File: src/rtl/simple_axi_slave_mem.sv
// Single-beat AXI4 responder backed by a 64-bit-wide register memory.
// Independent write (AW/W/B) and read (AR/R) FSMs; OKAY/SLVERR/DECERR responses.
module simple_axi_slave_mem #(
  parameter int          C_ADDR_BITS   = 6,
  parameter logic [31:0] C_BASE_ADDR   = 32'h0000_0000,
  parameter int          C_WAIT_CYCLES = 0
) (
  input  logic        i_clk,
  input  logic        i_rstn,
  input  logic        s_axi_awvalid,
  output logic        s_axi_awready,
  input  logic [31:0] s_axi_awaddr,
  input  logic [2:0]  s_axi_awsize,
  input  logic        s_axi_wvalid,
  output logic        s_axi_wready,
  input  logic        s_axi_wlast,
  input  logic [63:0] s_axi_wdata,
  input  logic [7:0]  s_axi_wstrb,
  output logic        s_axi_bvalid,
  input  logic        s_axi_bready,
  output logic [1:0]  s_axi_bresp,
  input  logic        s_axi_arvalid,
  output logic        s_axi_arready,
  input  logic [31:0] s_axi_araddr,
  input  logic [2:0]  s_axi_arsize,
  output logic        s_axi_rvalid,
  input  logic        s_axi_rready,
  output logic        s_axi_rlast,
  output logic [63:0] s_axi_rdata,
  output logic [1:0]  s_axi_rresp
);

  localparam int         DEPTH       = 1 << C_ADDR_BITS;
  localparam logic [1:0] RESP_OKAY   = 2'b00;
  localparam logic [1:0] RESP_SLVERR = 2'b10;
  localparam logic [1:0] RESP_DECERR = 2'b11;
  localparam bit         HAS_WAIT    = (C_WAIT_CYCLES > 0);
  localparam logic [3:0] WAIT_INIT   = HAS_WAIT ? 4'(C_WAIT_CYCLES - 1) : 4'd0;

  typedef enum logic [1:0] {W_IDLE, W_WAIT, W_RESP} w_state_t;
  typedef enum logic [1:0] {R_IDLE, R_WAIT, R_DATA} r_state_t;

  // An address below the base wraps to an offset >= span, so one range test covers both ends.
  function automatic logic [1:0] resp_of(input logic [31:0] addr, input logic [2:0] size,
                                         input logic last);
    logic [31:0] offset;
    logic [2:0]  low;
    offset = addr - C_BASE_ADDR;
    case (size)
      3'd1:    low = {2'b00, addr[0]};
      3'd2:    low = {1'b0, addr[1:0]};
      3'd3:    low = addr[2:0];
      default: low = 3'd0;
    endcase
    if ((offset >> (C_ADDR_BITS + 3)) != 32'd0)
      resp_of = RESP_DECERR;
    else if (size > 3'd3 || low != 3'd0 || !last)
      resp_of = RESP_SLVERR;
    else
      resp_of = RESP_OKAY;
  endfunction

  function automatic logic [C_ADDR_BITS-1:0] word_idx(input logic [31:0] addr);
    word_idx = C_ADDR_BITS'((addr - C_BASE_ADDR) >> 3);
  endfunction

  logic [63:0] mem [0:DEPTH-1];

  logic                   live;
  w_state_t               w_state, w_state_nxt;
  r_state_t               r_state, r_state_nxt;
  logic [3:0]             w_cnt, w_cnt_nxt, r_cnt, r_cnt_nxt;
  logic                   aw_vld_p0, w_vld_p0;
  logic [31:0]            aw_addr_p0;
  logic [2:0]             aw_size_p0;
  logic [63:0]            w_data_p0;
  logic [7:0]             w_strb_p0;
  logic                   w_last_p0;
  logic                   aw_hs, w_hs, ar_hs, commit;
  logic [31:0]            wr_addr;
  logic [2:0]             wr_size;
  logic [63:0]            wr_data;
  logic [7:0]             wr_strb;
  logic                   wr_last;
  logic [1:0]             wr_resp, rd_resp;
  logic [C_ADDR_BITS-1:0] wr_idx, rd_idx;

  assign aw_hs = s_axi_awvalid && s_axi_awready;
  assign w_hs  = s_axi_wvalid && s_axi_wready;
  assign ar_hs = s_axi_arvalid && s_axi_arready;

  // Commit uses a latched channel if held, otherwise the one handshaking this edge.
  assign wr_addr = aw_vld_p0 ? aw_addr_p0 : s_axi_awaddr;
  assign wr_size = aw_vld_p0 ? aw_size_p0 : s_axi_awsize;
  assign wr_data = w_vld_p0 ? w_data_p0 : s_axi_wdata;
  assign wr_strb = w_vld_p0 ? w_strb_p0 : s_axi_wstrb;
  assign wr_last = w_vld_p0 ? w_last_p0 : s_axi_wlast;
  assign wr_resp = resp_of(wr_addr, wr_size, wr_last);
  assign wr_idx  = word_idx(wr_addr);
  assign rd_resp = resp_of(s_axi_araddr, s_axi_arsize, 1'b1);
  assign rd_idx  = word_idx(s_axi_araddr);

  always_comb begin
    w_state_nxt   = w_state;
    w_cnt_nxt     = w_cnt;
    s_axi_awready = 1'b0;
    s_axi_wready  = 1'b0;
    s_axi_bvalid  = 1'b0;
    commit        = 1'b0;
    case (w_state)
      W_IDLE: begin
        s_axi_awready = live && !aw_vld_p0;
        s_axi_wready  = live && !w_vld_p0;
        commit = (aw_vld_p0 || (s_axi_awvalid && s_axi_awready)) &&
                 (w_vld_p0 || (s_axi_wvalid && s_axi_wready));
        if (commit) begin
          w_state_nxt = HAS_WAIT ? W_WAIT : W_RESP;
          w_cnt_nxt   = WAIT_INIT;
        end
      end
      W_WAIT: begin
        if (w_cnt == 4'd0) w_state_nxt = W_RESP;
        else               w_cnt_nxt   = w_cnt - 4'd1;
      end
      W_RESP: begin
        s_axi_bvalid = 1'b1;
        if (s_axi_bready) w_state_nxt = W_IDLE;
      end
      default: w_state_nxt = W_IDLE;
    endcase
  end

  always_comb begin
    r_state_nxt   = r_state;
    r_cnt_nxt     = r_cnt;
    s_axi_arready = 1'b0;
    s_axi_rvalid  = 1'b0;
    s_axi_rlast   = 1'b0;
    case (r_state)
      R_IDLE: begin
        s_axi_arready = live;
        if (s_axi_arvalid && live) begin
          r_state_nxt = HAS_WAIT ? R_WAIT : R_DATA;
          r_cnt_nxt   = WAIT_INIT;
        end
      end
      R_WAIT: begin
        if (r_cnt == 4'd0) r_state_nxt = R_DATA;
        else               r_cnt_nxt   = r_cnt - 4'd1;
      end
      R_DATA: begin
        s_axi_rvalid = 1'b1;
        s_axi_rlast  = 1'b1;
        if (s_axi_rready) r_state_nxt = R_IDLE;
      end
      default: r_state_nxt = R_IDLE;
    endcase
  end

  // Control state and responses
  always_ff @(posedge i_clk or negedge i_rstn) begin
    if (!i_rstn) begin
      live        <= 1'b0;
      w_state     <= W_IDLE;
      r_state     <= R_IDLE;
      w_cnt       <= 4'd0;
      r_cnt       <= 4'd0;
      aw_vld_p0   <= 1'b0;
      w_vld_p0    <= 1'b0;
      s_axi_bresp <= RESP_OKAY;
      s_axi_rresp <= RESP_OKAY;
      s_axi_rdata <= 64'd0;
    end else begin
      live    <= 1'b1;
      w_state <= w_state_nxt;
      r_state <= r_state_nxt;
      w_cnt   <= w_cnt_nxt;
      r_cnt   <= r_cnt_nxt;
      if (commit) begin
        aw_vld_p0   <= 1'b0;
        w_vld_p0    <= 1'b0;
        s_axi_bresp <= wr_resp;
      end else begin
        if (aw_hs) aw_vld_p0 <= 1'b1;
        if (w_hs)  w_vld_p0  <= 1'b1;
      end
      if (ar_hs) begin
        s_axi_rresp <= rd_resp;
        s_axi_rdata <= (rd_resp == RESP_OKAY) ? mem[rd_idx] : 64'd0;
      end
    end
  end

  // Latched channel payloads
  always_ff @(posedge i_clk) begin
    if (aw_hs) begin
      aw_addr_p0 <= s_axi_awaddr;
      aw_size_p0 <= s_axi_awsize;
    end
    if (w_hs) begin
      w_data_p0 <= s_axi_wdata;
      w_strb_p0 <= s_axi_wstrb;
      w_last_p0 <= s_axi_wlast;
    end
  end

  // Memory array, byte-lane writes on a clean commit
  always_ff @(posedge i_clk) begin
    if (commit && wr_resp == RESP_OKAY) begin
      for (int i = 0; i < 8; i++) begin
        if (wr_strb[i]) mem[wr_idx][8*i +: 8] <= wr_data[8*i +: 8];
      end
    end
  end

endmodule

File: config.mk
export PLATFORM = sky130hd
export DESIGN_NAME = simple_axi_slave_mem
export DESIGN_NICKNAME = d
export VERILOG_FILES = /design/src/rtl/simple_axi_slave_mem.sv
export SDC_FILE = /design/constraint.sdc
export NUM_CORES = 2
export LEC_CHECK = 0
export CAP_MARGIN = 20
export CORE_UTILIZATION = 45
export DETAILED_ROUTE_END_ITERATION = 16
export GPL_TIMING_DRIVEN = 0
export PLACE_DENSITY = 0.67
export SYNTH_ARGS = -nofsm -noshare
export SYNTH_HDL_FRONTEND = slang
export SYNTH_SLANG_ARGS = --single-unit
export TNS_END_PERCENT = 20
File: constraint.sdc
create_clock -name i_clk -period 3.7 [get_ports i_clk]
set_clock_uncertainty 0.05 [all_clocks]
set_input_delay 0.74 -clock i_clk [delete_from_list [all_inputs] [get_ports i_clk]]
set_output_delay 0.74 -clock i_clk [all_outputs]
set_load 0.01 [all_outputs]
==> results.json <==
{
  "status": "finished with violations",
  "violations": "negative setup slack",
  "totalWireLength_mm": 576,
  "grt_max_degree": 65,
  "tightestPinTransition_ns": 1.29,
  "grt_pass1_wl_mm": 762,
  "nets": 9075,
  "syn_to_final_growth_pct": 17.0,
  "syn_nets": 8227,
  "setup_violations": 1552,
  "yosys.area.top_type_share_pct": 76.1,
  "vias_per_cell": 6.54,
  "cp_data_required_time_ns": 4.55,
  "die_w_um": 609,
  "clock_path_buffers": 4,
  "place_congestion": 1.02,
  "grt-ovfl-total": 0,
  "die_area_sq_mm": 0.371,
  "postLayoutCellArea_sq_mm": 0.194,
  "vias": 92310,
  "wl_per_cell_um": 40.8,
  "drc": 0,
  "clock_sinks": 4277,
  "ir_drop_mv": 0.390,
  "drive_gt1_share_pct": 30.7,
  "cts_buffers": 418,
  "switchingPower_w": 0.0286,
  "pwr-share-seq_pct": 50.4,
  "seq_area_frac_synth_pct": 77.2,
  "end_kind": "register",
  "initial_core_util_pct": 45.3,
  "die_y_um": 609,
  "ys_seq_elements": 4277,
  "min_period_over_period_pct": 110,
  "worstSetupPathType": "in -> reg",
  "track_usage_pct": 30.6,
  "ys.flop_type": "edfxtp_1",
  "row_count": 222,
  "syn_area_sq_mm": 0.166,
  "core_sq_mm": 0.366,
  "worst-path-max-fanout": 10,
  "dp_slack_ns": -2.69,
  "synth_cells": 8077,
  "synth_most_common_cell": "edfxtp_1",
  "switching_share_pct": 25.1,
  "grt_setup_unrepaired": "yes",
  "final_antenna_net_count": 0,
  "cts_tree": "yes",
  "io_buffers": 222,
  "synth-edff-count": 4204,
  "synth_common_cells": "4,204 x edfxtp_1, 819 x mux4_2, 578 x nor2_1",
  "ios": 224,
  "p_per_area_mw_per_mm2": 587,
  "fillCellCount": 27705,
  "htree_levels": 5,
  "root_buffer": "clkbuf_16",
  "crit_path_start_kind": "primary input",
  "p_leak_nw": 60.4,
  "pwr-share-clk_pct": 38.2,
  "dp_hpwl_mm": 414,
  "relSlewSlack_pct": 14.1,
  "synth_area_leaders": "edfxtp_1 76%, mux4_2 11%, mux2_2 2.0%",
  "cts_setup_buffers": 0,
  "synth.distinct_cells": 56,
  "worst_slack_ns": -0.384,
  "hold_viol": 0,
  "cp.arrival_ns": 4.93,
  "async_reset_ff_share_pct": 1.71,
  "avgSynthCellArea_sq_um": 20.5,
  "worstSkewPairLatency_ns": 1.04,
  "drv_cap": 0,
  "antenna_found_initial": 62,
  "dpl_cell_area_sq_mm": 0.178,
  "first_pass_iters": 7,
  "grt_pass1_vias": 89442,
  "holdWs_ns": 0.237,
  "period_minus_slack_ns": 4.08,
  "yosysWarnings": 0,
  "max_freq_mhz": 245,
  "p_int_w": 0.0853,
  "power_frac_comb_pct": 11.4,
  "worstHoldPathType": "in -> async",
  "drtIter0Drc": 15584,
  "cts.clk_slew.worst_paths_ns": 0.07,
  "synth_area_leader_cell": "edfxtp_1",
  "final_util_pct": 53.0,
  "slew_violations": 0
}
[critical path, cell delays in order]
cell and delay, ns:
dlygate4sd2_1 0.83, clkbuf_1 0.60, nor2b_1 0.44, clkbuf_1 0.72, clkbuf_1 0.54, buf_8 0.27, o221ai_1 0.44, nand2_1 0.21
a211oi_1 0.09
[state kept, by name, summed over array words and instances (netlist names)]
signal / count
mem: 4096
w_data_p0: 64
s_axi_rresp: 2
w_last_p0: 1
live: 1
r_state: 1
aw_vld_p0: 1
s_axi_rdata: 64
w_strb_p0: 8
aw_size_p0: 3
s_axi_bresp: 2
aw_addr_p0: 32
w_vld_p0: 1
w_state: 1
[power groups by stage]
stage | Sequential [W] | Clock [W] | Combinational (W)
floorplan | 0.0585 | 0 | 0.00509
global placement | 0.0587 | 0 | 0.0103
detailed placement | 0.0585 | 0 | 0.0121
CTS | 0.0574 | 0.0434 | 0.0123
global route | 0.0574 | 0.0452 | 0.0131
finish | 0.0574 | 0.0435 | 0.0130
[kinds of logic (layout without fill, tap and decap cells)]
kind of cell    count (synthesis)  count (layout)  share of synthesized area (%)
simple gates                 1251            1251                           3.40
compound gates                672             672                           3.19
buf+inv                       493            1692                           1.47
mux                          1383            1383                           14.7
flops                        4277            4277                           77.2
other cells                     1              29                        0.00226
[cells in the final DEF, fill, tap and decap left out, types with 71 or more instances in the layout]
master           Yosys  layout
clkinv_2             0      85
nor2_2               0     374
nor2b_1             86      86
dfrtp_1             73      72
clkbuf_1           239     236
nand3_1             91      91
mux2_2             299     299
edfxtp_1          4204    4204
buf_4               23      85
clkdlybuf4s50_1      0     219
mux4_2             819     819
buf_2              114     104
clkbuf_16            0     423
nor2_4               0      82
clkinv_1             0      72
clkbuf_2             0      75
a211oi_1            72      71
a22oi_1            224     224
mux2i_1            265     262
nand2_1            283     229
o22ai_1             74      74
nor2_1             578     122
[layer usage]
layer / vias up / wire (um) / track usage (%)
met1: 48178 / 194000 / 38.2
met4: 22 / 39100 / 18.1
met5: - / 151 / 0
met3: 1557 / 80900 / 10.5
met2: 7265 / 262000 / 46.3
li1: 35288 / - / -
[final timing paths]
path                                  from         endpoint  slack (ns)  depth (start not counted)
setup reg to reg                 aw_vld_p0      mem[33][60]       -0.26                          7
hold reg to reg             s_axi_rresp[0]   s_axi_rresp[0]        0.47                          2
min in group i_clk         s_axi_wdata[15]    w_data_p0[15]        0.24                          1
setup / recovery           s_axi_araddr[7]  s_axi_rdata[27]       -0.38                          9
hold / removal                      i_rstn  s_axi_rdata[31]        0.24                          2
max in group asynchronous           i_rstn             live        2.39                          3
[through the flow]
stage	std cells	setup TNS (ns)	total power [W]
after global routing	14096	-187.83	0.116
after floorplan	8077	0	0.0636
after detailed placement	13310	-4114.63	0.0706
after CTS	14077	-122.38	0.113
final	14120	-140.48	0.114
after global placement	13115	-8523.10	0.0691
[area by class of cell]
class | count | area (sq um) | area share, %
Clock buffer | 529 | 11200 | 5.75
Multi-Input combinational cell | 3307 | 37700 | 19.4
Tap cell | 4816 | 6030 | 3.11
Buffer | 479 | 2780 | 1.43
Clock inverter | 242 | 2620 | 1.35
Sequential cell | 4277 | 128000 | 66.0
Antenna cell | 28 | 70.1 | 0.0361
Inverter | 8 | 30.0 | 0.0155
Timing Repair Buffer | 434 | 5610 | 2.89
[timing repair]
action,in CTS,in global routing
endpoints found under the setup margin,4162,2232
gates resized for setup,688,152
hold endpoints to repair,27,0
pin swaps,0,2
hold buffers,1,0
Note: power is estimated with default switching activity, not from simulation.
